<file path="config.mk">
export PLATFORM = sky130hd
export DESIGN_NAME = inst_fetch_unit_flat
export DESIGN_NICKNAME = d
export VERILOG_FILES = /design/src/rtl/inst_fetch_if.sv /design/src/rtl/inst_fetch_unit.sv /design/src/flat_wrapper.sv
export SDC_FILE = /design/constraint.sdc
export NUM_CORES = 1
export LEC_CHECK = 0
export ABC_AREA = 1
export CAP_MARGIN = 20
export CORE_ASPECT_RATIO = 0.7
export CORE_MARGIN = 2
export CORE_UTILIZATION = 40
export DETAILED_ROUTE_END_ITERATION = 10
export PLACE_DENSITY = 0.62
export SLEW_MARGIN = 20
export SYNTH_ARGS = -nofsm -noshare
export SYNTH_HDL_FRONTEND = slang
export SYNTH_SLANG_ARGS = --single-unit
</file>
<file path="constraint.sdc">
create_clock -name clk -period 6.2 [get_ports clk]
set_input_delay 0.62 -clock clk [delete_from_list [all_inputs] [get_ports clk]]
set_output_delay 0.62 -clock clk [all_outputs]
set_load 0.02 [all_outputs]
</file>
<file path="src/rtl/inst_fetch_if.sv">
// Fetch-unit bus bundle: instruction-memory request/response plus the decode-side handshake.
// master = fetch unit, slave = memory/decode environment.
interface inst_fetch_if #(
  parameter int unsigned XLEN = 32
) ();
  logic            imem_req_valid;
  logic            imem_req_ready;
  logic [XLEN-1:0] imem_addr;
  logic            imem_rsp_valid;
  logic [XLEN-1:0] imem_rsp_data;
  logic            inst_valid;
  logic            inst_ready;
  logic [XLEN-1:0] Instr;
  logic [XLEN-1:0] InstPC;
  logic [XLEN-1:0] InstPCPlus4;
  logic [1:0]      PCSrc;
  logic [XLEN-1:0] ImmExt;
  logic [XLEN-1:0] ALUResult;
  logic            fetch_fault;

  modport master (
    output imem_req_valid, imem_addr, inst_valid, Instr, InstPC, InstPCPlus4, fetch_fault,
    input  imem_req_ready, imem_rsp_valid, imem_rsp_data, inst_ready, PCSrc, ImmExt, ALUResult
  );

  modport slave (
    input  imem_req_valid, imem_addr, inst_valid, Instr, InstPC, InstPCPlus4, fetch_fault,
    output imem_req_ready, imem_rsp_valid, imem_rsp_data, inst_ready, PCSrc, ImmExt, ALUResult
  );
endinterface

</file>
<file path="src/rtl/inst_fetch_unit.sv">
// Fetch stage: owns the PC, prefetches into a small in-order buffer, computes next PC
// at each decode consume and flushes/drains stale responses on redirect.
module inst_fetch_unit #(
  parameter int unsigned     XLEN      = 32,
  parameter logic [XLEN-1:0] RESET_PC  = '0,
  parameter int unsigned     BUF_DEPTH = 2
) (
  input logic          clk,
  input logic          rst,
  inst_fetch_if.master bus
);

  localparam int unsigned PW = (BUF_DEPTH > 1) ? $clog2(BUF_DEPTH) : 1;
  localparam int unsigned CW = $clog2(BUF_DEPTH + 1);
  localparam int unsigned SW = CW + 1;

  typedef enum logic [1:0] {IDLE, RUN, DRAIN, HALT} state_t;

  state_t          state_q, state_d;
  logic [XLEN-1:0] fetch_pc_q, fetch_pc_d;
  logic [CW-1:0]   out_q, out_d;
  logic [CW-1:0]   drop_q, drop_d;
  logic            fault_q, fault_d;

  logic [XLEN-1:0] buf_data_q [BUF_DEPTH];
  logic [XLEN-1:0] buf_pc_q   [BUF_DEPTH];
  logic [PW-1:0]   head_q, tail_q;
  logic [CW-1:0]   count_q;

  logic            req_valid, hs, consume;
  logic            push, pop, flush;
  logic [SW-1:0]   credit_used;
  logic [CW-1:0]   out_next;
  logic [XLEN-1:0] head_pc, seq_pc, target, rsp_pc;

  function automatic logic [PW-1:0] next_ptr(input logic [PW-1:0] p);
    return (p == PW'(BUF_DEPTH - 1)) ? '0 : p + PW'(1);
  endfunction

  // Decode-side view of the buffer head
  assign head_pc         = buf_pc_q[head_q];
  assign seq_pc          = head_pc + XLEN'(4);
  assign bus.inst_valid  = (state_q == RUN) && (count_q != '0);
  assign bus.Instr       = buf_data_q[head_q];
  assign bus.InstPC      = head_pc;
  assign bus.InstPCPlus4 = seq_pc;
  assign bus.fetch_fault = fault_q;
  assign consume         = bus.inst_valid && bus.inst_ready;

  // A head popped this cycle frees its slot, so a new request may issue alongside it
  assign credit_used        = SW'(count_q) + SW'(out_q) - SW'(consume);
  assign req_valid          = (state_q == RUN) && (credit_used < SW'(BUF_DEPTH));
  assign bus.imem_req_valid = req_valid;
  assign bus.imem_addr      = fetch_pc_q;
  assign hs                 = req_valid && bus.imem_req_ready;

  // Outstanding requests are the last out_q sequential addresses, oldest first
  assign rsp_pc   = fetch_pc_q - (XLEN'(out_q) << 2);
  assign out_next = out_q + CW'(hs) - CW'(bus.imem_rsp_valid);

  always_comb begin
    case (bus.PCSrc)
      2'b01:   target = head_pc + bus.ImmExt;
      2'b10:   target = {bus.ALUResult[XLEN-1:1], 1'b0};
      default: target = seq_pc;
    endcase
  end

  // Next-state and control
  always_comb begin
    state_d    = state_q;
    fetch_pc_d = fetch_pc_q;
    out_d      = out_q;
    drop_d     = drop_q;
    fault_d    = fault_q;
    push       = 1'b0;
    pop        = 1'b0;
    flush      = 1'b0;
    case (state_q)
      IDLE: state_d = RUN;
      RUN: begin
        if (consume && (target[1:0] != 2'b00)) begin
          fault_d = 1'b1;
          state_d = HALT;
        end else if (consume && (target != seq_pc)) begin
          // Same-cycle response is discarded; same-cycle request joins the drop count
          flush      = 1'b1;
          fetch_pc_d = target;
          out_d      = '0;
          drop_d     = out_next;
          state_d    = (out_next != '0) ? DRAIN : RUN;
        end else begin
          push  = bus.imem_rsp_valid;
          pop   = consume;
          out_d = out_next;
          if (hs) fetch_pc_d = fetch_pc_q + XLEN'(4);
        end
      end
      DRAIN: begin
        if (drop_q == '0) begin
          state_d = RUN;
        end else if (bus.imem_rsp_valid) begin
          drop_d = drop_q - CW'(1);
          if (drop_q == CW'(1)) state_d = RUN;
        end
      end
      default: ;
    endcase
  end

  always_ff @(posedge clk or posedge rst) begin
    if (rst) begin
      state_q    <= IDLE;
      fetch_pc_q <= RESET_PC;
      out_q      <= '0;
      drop_q     <= '0;
      fault_q    <= 1'b0;
    end else begin
      state_q    <= state_d;
      fetch_pc_q <= fetch_pc_d;
      out_q      <= out_d;
      drop_q     <= drop_d;
      fault_q    <= fault_d;
    end
  end

  // In-order instruction buffer
  always_ff @(posedge clk or posedge rst) begin
    if (rst) begin
      head_q  <= '0;
      tail_q  <= '0;
      count_q <= '0;
      for (int unsigned i = 0; i < BUF_DEPTH; i++) begin
        buf_data_q[PW'(i)] <= '0;
        buf_pc_q[PW'(i)]   <= RESET_PC;
      end
    end else if (flush) begin
      head_q  <= '0;
      tail_q  <= '0;
      count_q <= '0;
    end else begin
      if (push) begin
        buf_data_q[tail_q] <= bus.imem_rsp_data;
        buf_pc_q[tail_q]   <= rsp_pc;
        tail_q             <= next_ptr(tail_q);
      end
      if (pop) head_q <= next_ptr(head_q);
      count_q <= count_q + CW'(push) - CW'(pop);
    end
  end

endmodule

</file>
<file path="src/flat_wrapper.sv">
// flat-port wrapper written by rule: the top's interface ports become plain ports
module inst_fetch_unit_flat 
#(
  parameter int unsigned     XLEN      = 32,
  parameter logic [XLEN-1:0] RESET_PC  = '0,
  parameter int unsigned     BUF_DEPTH = 2
)
  (clk, rst, bus_imem_req_valid, bus_imem_addr, bus_inst_valid, bus_Instr, bus_InstPC, bus_InstPCPlus4, bus_fetch_fault, bus_imem_req_ready, bus_imem_rsp_valid, bus_imem_rsp_data, bus_inst_ready, bus_PCSrc, bus_ImmExt, bus_ALUResult);
  inst_fetch_if #(.XLEN(XLEN)) bus_i ();
  input logic clk;
  input logic rst;
  output wire logic [$bits(bus_i.imem_req_valid)-1:0] bus_imem_req_valid;
  output wire logic [$bits(bus_i.imem_addr)-1:0] bus_imem_addr;
  output wire logic [$bits(bus_i.inst_valid)-1:0] bus_inst_valid;
  output wire logic [$bits(bus_i.Instr)-1:0] bus_Instr;
  output wire logic [$bits(bus_i.InstPC)-1:0] bus_InstPC;
  output wire logic [$bits(bus_i.InstPCPlus4)-1:0] bus_InstPCPlus4;
  output wire logic [$bits(bus_i.fetch_fault)-1:0] bus_fetch_fault;
  input wire logic [$bits(bus_i.imem_req_ready)-1:0] bus_imem_req_ready;
  input wire logic [$bits(bus_i.imem_rsp_valid)-1:0] bus_imem_rsp_valid;
  input wire logic [$bits(bus_i.imem_rsp_data)-1:0] bus_imem_rsp_data;
  input wire logic [$bits(bus_i.inst_ready)-1:0] bus_inst_ready;
  input wire logic [$bits(bus_i.PCSrc)-1:0] bus_PCSrc;
  input wire logic [$bits(bus_i.ImmExt)-1:0] bus_ImmExt;
  input wire logic [$bits(bus_i.ALUResult)-1:0] bus_ALUResult;
  assign bus_imem_req_valid = bus_i.imem_req_valid;
  assign bus_imem_addr = bus_i.imem_addr;
  assign bus_inst_valid = bus_i.inst_valid;
  assign bus_Instr = bus_i.Instr;
  assign bus_InstPC = bus_i.InstPC;
  assign bus_InstPCPlus4 = bus_i.InstPCPlus4;
  assign bus_fetch_fault = bus_i.fetch_fault;
  assign bus_i.imem_req_ready = bus_imem_req_ready;
  assign bus_i.imem_rsp_valid = bus_imem_rsp_valid;
  assign bus_i.imem_rsp_data = bus_imem_rsp_data;
  assign bus_i.inst_ready = bus_inst_ready;
  assign bus_i.PCSrc = bus_PCSrc;
  assign bus_i.ImmExt = bus_ImmExt;
  assign bus_i.ALUResult = bus_ALUResult;
  inst_fetch_unit #(.XLEN(XLEN), .RESET_PC(RESET_PC), .BUF_DEPTH(BUF_DEPTH)) u_core (.clk(clk), .rst(rst), .bus(bus_i));
endmodule
</file>
Word-level counts from Yosys, hierarchy flattened. Cells that the tools add are included.

Register bits after elaboration: 171. Input bits: 103. Output and inout bits: 131. Logic and storage cells: 111.

Add/subtract/negate cells: 13. Order comparisons: 4. Eq/ne operators: 13. Muxes and demuxes: 42. Bitwise gates (word level): 4. Reduce and logical (&&, ||, !) cells: 23.

Operators with widths (count): two-way mux 32 bit (9); bitwise mux 64 bit (2); adder 32 x 3 -> 32 bit (second input constant) (2); case mux 32 bit (2 select lines) (1); adder 32 bit (1); demux 32 bit (select 1 bit) (1); inequality test 32 bit (1); subtractor 32 x 4 -> 32 bit (1); two-way mux 2 bit (12); two-way mux 1 bit (15); nonzero test 2 bit (7); inequality test 2 bit (second input constant) (4); logical AND 1 bit (7); == test 2 x 1 -> 1 bit (second input constant) (3); case mux 2 bit (3 select lines) (1); AND reduction 2 bit (3); AND reduction 5 bit (1); adder 2 x 1 -> 2 bit (2); == test 2 bit (second input constant) (2); greater-or-equal comparator 2 bit (second input constant) (2); zero test 2 bit (2); inverter 1 -> 2 bit (2); case mux 2 bit (2 select lines) (1); AND reduction 4 bit (1); other kinds (13) (16).

Logic depth before layout (Yosys ltp).
Depth in word-level cells: 14. Depth in mapped cells: 34.

Worst setup path after synthesis. OpenSTA, ideal clock, no wires.

Kind: register -> register. From: reg u_core.head_q. To: reg u_core.count_q[1]. Library setup time: 120 ps. Data arrival time: 4007 ps. Slack: 2073 ps. Stages on the path, launching flop included: 34. Buffers on the path: 5. Period minus slack after synthesis: 4127 ps. Cells stage by stage: dfrtp_1 inv_2 buf_6 buf_6 buf_2 nand2_1 nand2_1 ha_1 inv_1 fa_1 inv_1 nand3_1 nand3_1 nand2_1 nand2_1 nand2_1 nand3b_1 nand3_1 nand3_1 inv_1 nand2_1 nand2_1 nor2_1 nand2_1 nor2_2 nand3_4 nand2_2 buf_4 buf_4 nand3_1 inv_1 ha_1 xor2_1 nor2_1.

Longest elaborated chain between the ends: 14. Elaborated cells on any way between the ends: 23. Classes of those cells: 4 x add/sub; 1 x eq/ne; 14 x mux; 1 x bitwise; 3 x reduce/logical.

Ends and longest elaborated chain: start, declared (RTL line inst_fetch_unit.sv:27) `logic [PW-1:0] head_q, tail_q;`; start signal, assigned (RTL line inst_fetch_unit.sv:147) `if (pop) head_q <= next_ptr(head_q);`; inverter 1 -> 2 bit (not written as such) * (RTL line inst_fetch_unit.sv:41) `assign head_pc = buf_pc_q[head_q];`; two-way mux 32 bit (not written as such) * (3 in a row) (RTL line inst_fetch_unit.sv:41); via bus_InstPC[0] (RTL line flat_wrapper.sv:16) `output wire logic [$bits(bus_i.InstPC)-1:0] bus_InstPC;`; adder 32 x 3 -> 32 bit / adder 32 bit (equally long branches) (RTL line inst_fetch_unit.sv:42, inst_fetch_unit.sv:63); case mux 32 bit (2 select lines) (RTL line inst_fetch_unit.sv:62) `case (bus.PCSrc)`; inequality test 32 bit (RTL line inst_fetch_unit.sv:85) `end else if (consume && (target != seq_pc)) begin`; logical AND 1 bit (RTL line inst_fetch_unit.sv:85); two-way mux 1 bit (RTL line inst_fetch_unit.sv:85); two-way mux 1 bit (RTL line inst_fetch_unit.sv:82) `if (consume && (target[1:0] != 2'b00)) begin`; two-way mux 1 bit (RTL line inst_fetch_unit.sv:79) `case (state_q)`; adder 2 x 1 -> 2 bit (RTL line inst_fetch_unit.sv:148) `count_q <= count_q + CW'(push) - CW'(pop);`; subtractor 2 x 1 -> 2 bit (RTL line inst_fetch_unit.sv:148); two-way mux 2 bit * (RTL line inst_fetch_unit.sv:137) `end else if (flush) begin`; end signal, assigned (RTL line inst_fetch_unit.sv:148); end, declared (RTL line inst_fetch_unit.sv:28) `logic [CW-1:0] count_q;`.

Mark *: on every way through the listed nets, which the timed path passes. The rest lies on a longest branch. The select of a mux whose other input is x is not followed. A chain may end at the register's enable or synchronous reset.

Final worst setup path.
From: reg u_core.head_q. To: reg u_core.fetch_pc_q[15] (netlist: u_core.bus.imem_addr[15]).

Longest elaborated chain between the ends: 10. Elaborated cells on any way between the ends: 15. Classes of those cells: 2 x add/sub; 1 x eq/ne; 5 x mux; 2 x bitwise; 5 x reduce/logical.

Ends and longest elaborated chain: inverter 1 -> 2 bit (not written as such) * (RTL line inst_fetch_unit.sv:41); two-way mux 32 bit (not written as such) * (3 in a row) (RTL line inst_fetch_unit.sv:41); adder 32 x 3 -> 32 bit / adder 32 bit (equally long branches) (RTL line inst_fetch_unit.sv:42, inst_fetch_unit.sv:63); case mux 32 bit (2 select lines) (RTL line inst_fetch_unit.sv:62); inequality test 32 bit / nonzero test 2 bit (equally long branches) (RTL line inst_fetch_unit.sv:85, inst_fetch_unit.sv:82); logical AND 1 bit, on equally long branches (RTL line inst_fetch_unit.sv:85, inst_fetch_unit.sv:82); nonzero test 2 bit (no source line) / inverter 1 bit (equally long branches); AND reduction 3 bit (no source line); end signal, assigned (RTL line inst_fetch_unit.sv:120) `fetch_pc_q <= fetch_pc_d;`; end, declared (RTL line inst_fetch_unit.sv:20) `logic [XLEN-1:0] fetch_pc_q, fetch_pc_d;`.

Every way passes the cells marked *; elsewhere a longest branch is shown, timed or not. The select of a mux whose other input is x is not followed.

==> impl_metrics.tcl <==
set metrics [dict create \
    cts-buffers-inserted 17 \
    r2r_start "u_core.head_q$_DFFE_PP0P_" \
    ir_worst_vdd_mv 0.374 \
    chipWidth_um 231 \
    r2r_cells 25 \
    synthFlopType "dfrtp_1" \
    clock-sinks 171 \
    setup_viol 0 \
    hpwlAfterDp_mm 39.3 \
    cts_tree "built" \
    grtUsageTotal 0.275 \
    synth_top_area_frac 0.295 \
    layout-drive-gt1-share 0.0501 \
    hold_path_end "u_core.buf_data_q[36]$_DFFE_PP0P_" \
    grt_pass1_wl_mm 80.5 \
    drt_iter0_drc 1626 \
    synth_common_cells "nand2_1, inv_1, dfrtp_1" \
    synth_seq_cells 171 \
    cts_resized 0 \
    synth_cell_types 45 \
    pin_count 234 \
    crit_slowest_cell "inv_1" \
    port_buffers 232 \
    grt_pass1_vias 14200 \
    multi_input_area_um2 8530 \
    stdcell_count 2995 \
    reg2reg_slack_ns 0.89 \
    p_leak_uw 0.00928 \
    seq_area_um2 4280 \
    grt.overflow.total 0 \
    cp_top_family "simple AND/OR/NAND/NOR gates" \
    wire_per_inst_um 17.4 \
    crit_type "reg2reg" \
    synth_area_leaders "dfrtp_1, nand2_1, inv_1" \
    antenna_found_initial 0 \
    final_util 0.494 \
    synth.most_common_cell "nand2_1" \
    rows 58 \
    worstPathRequired_ns 6.57 \
    htree_levels 4 \
    post-cts-setup-buffer-count 0 \
    p_per_area_nw_per_um2 530 \
    tns_ns 0 \
    cts-root-buf "clkbuf_16" \
    path_max_fanout 28 \
    fp.dieH_um 163 \
    syn_area_per_cell_um2 6.18 \
    initial_core_util 0.405 \
    dieArea_um2 37800 \
    vias 15600 \
    core_um2 35800 \
    crit_path_frequent_cell "nand2_1" \
    ys_async_sr_fraction 1.00 \
    worst_slew_pin_slew_ns 0.897 \
    final_nets 2655 \
    area_growth_pct 21.9 \
    path_buf_inv 4 \
    syn_area_um2 14500 \
    hold_viol_final 0 \
    clock_latency_ns 0.43 \
    fmax_ghz 0.188 \
    place_inst 2965 \
    yosys.area.top_type "dfrtp_1" \
    maxSlewHeadroom 0.402 \
    fin_crit_sh 0.856 \
    drc 0 \
    ys_seq_area_frac 0.295 \
    endpoint_kind "flop" \
    crit_arrival_ns 5.68 \
    drv_cap 0 \
    timing.hold.ws_ns 0.479 \
    r2r-end "u_core.bus.imem_addr[15]$_DFFE_PP0P_" \
    clk_pin_slew_ns 0.06 \
    syn_nets 2495 \
    ctsHoldBuffers 0 \
    ys_warn_count 0 \
    status "finished, final reports clean" \
    wl_mm 52.1 \
    hold_depth 2 \
    gp_congestion 0.929 \
    start_kind "flop" \
    postRouteAntennaNets 0 \
    ctsLongestPathBuffers 2 \
    antennaDiodeCount 0 \
    rsz0062_at_grt "no" \
    hold_class "reg2reg" \
    post_drt_via_cell_ratio 5.20 \
    critPathMaxStageDelay_ns 0.64 \
    finalCriticalPeriod_ns 5.31 \
    worst_clock_skew_ns 0.0159 \
    synth_cells 2344 \
    drt-pass1-iter-count 7 \
    grt_max_degree 86 \
    synth_edf_count 0 \
    num-fill-cells 3694 \
    hp-start "u_core.buf_data_q[36]$_DFFE_PP0P_" \
    slew_viol_final 0 \
]
-- state kept, by name (all words and copies together) (netlist names) --
register	count
u_core.tail_q	1
u_core.bus.fetch_fault	1
u_core.state_q	2
u_core.drop_q	2
u_core.bus.imem_addr	32
u_core.head_q	1
u_core.out_q	2
u_core.count_q	2
u_core.buf_data_q	64
u_core.buf_pc_q	64
-- where the power goes --
part	switching, µW	internal (µW)	total, µW
registers	455	1600	2050
clock network	444	711	1150
logic	3980	2170	6150
-- cell type report --
type / count / area share
Inverter: 297 / 0.0634
Sequential cell: 171 / 0.243
Tap cell: 480 / 0.0340
Clock buffer: 22 / 0.0274
Timing Repair Buffer: 257 / 0.142
Multi-Input combinational cell: 1760 / 0.483
Clock inverter: 8 / 0.00793
-- placed cells by master, fill, tap and decap left out, types with 45 or more instances in the layout --
master           Yosys  final
nand4_1            166    166
nand3_1            157    157
nor2_1             135    135
clkdlybuf4s50_1      0    231
nand2_1            988    988
dfrtp_1            171    169
inv_1              281    278
xor2_1              48     48
ha_1                45     45
o21ai_0             49     49
-- through the flow --
stage          cell area (µm²)  setup WS, ns  power (µW)
2_1_floorplan            14500         0.948        5980
3_3_place_gp             17000          1.04        8070
3_5_place_dp             17000          1.05        8150
4_1_cts                  17700          1.01        9350
5_1_grt                  17700         0.490       10100
6_report                 17700         0.892        9360
-- per-layer routing --
layer / GRT usage / vias up / part of all wire
li1: - / 7753 / -
met1: 0.420 / 7261 / 0.49
met2: 0.402 / 525 / 0.42
met3: 0.0515 / 36 / 0.079
met4: 0.0519 / 0 / 0.012
met5: 0 / - / 0
-- cells by family after synthesis --
kind of cell | after synthesis | synth area share
simple gates | 1506 | 0.446
buf+inv | 413 | 0.117
flops | 171 | 0.295
compound gates | 141 | 0.0575
xor+xnor | 65 | 0.0414
fa+ha+maj | 48 | 0.0430
-- tightest hold or removal path: stages, from the launching register on --
cell and delay, ns:
dfrtp_1 0.34, nand2_1 0.05, nand2_1 0.05
-- how the worst max path moves through the flow --
stage                                                       to                 startpoint  cells after the start
after global placement    u_core.bus.imem_addr[28]$_DFFE_PP0P_  u_core.head_q$_DFFE_PP0P_                     27
after floorplan               u_core.buf_data_q[0]$_DFFE_PP0P_                        rst                      1
final                     u_core.bus.imem_addr[15]$_DFFE_PP0P_  u_core.head_q$_DFFE_PP0P_                     25
after detailed placement  u_core.bus.imem_addr[15]$_DFFE_PP0P_  u_core.head_q$_DFFE_PP0P_                     26
after CTS                 u_core.bus.imem_addr[15]$_DFFE_PP0P_  u_core.head_q$_DFFE_PP0P_                     26
after global routing      u_core.bus.imem_addr[23]$_DFFE_PP0P_  u_core.head_q$_DFFE_PP0P_                     24
No activity file was read; power rests on OpenSTA's default activity.
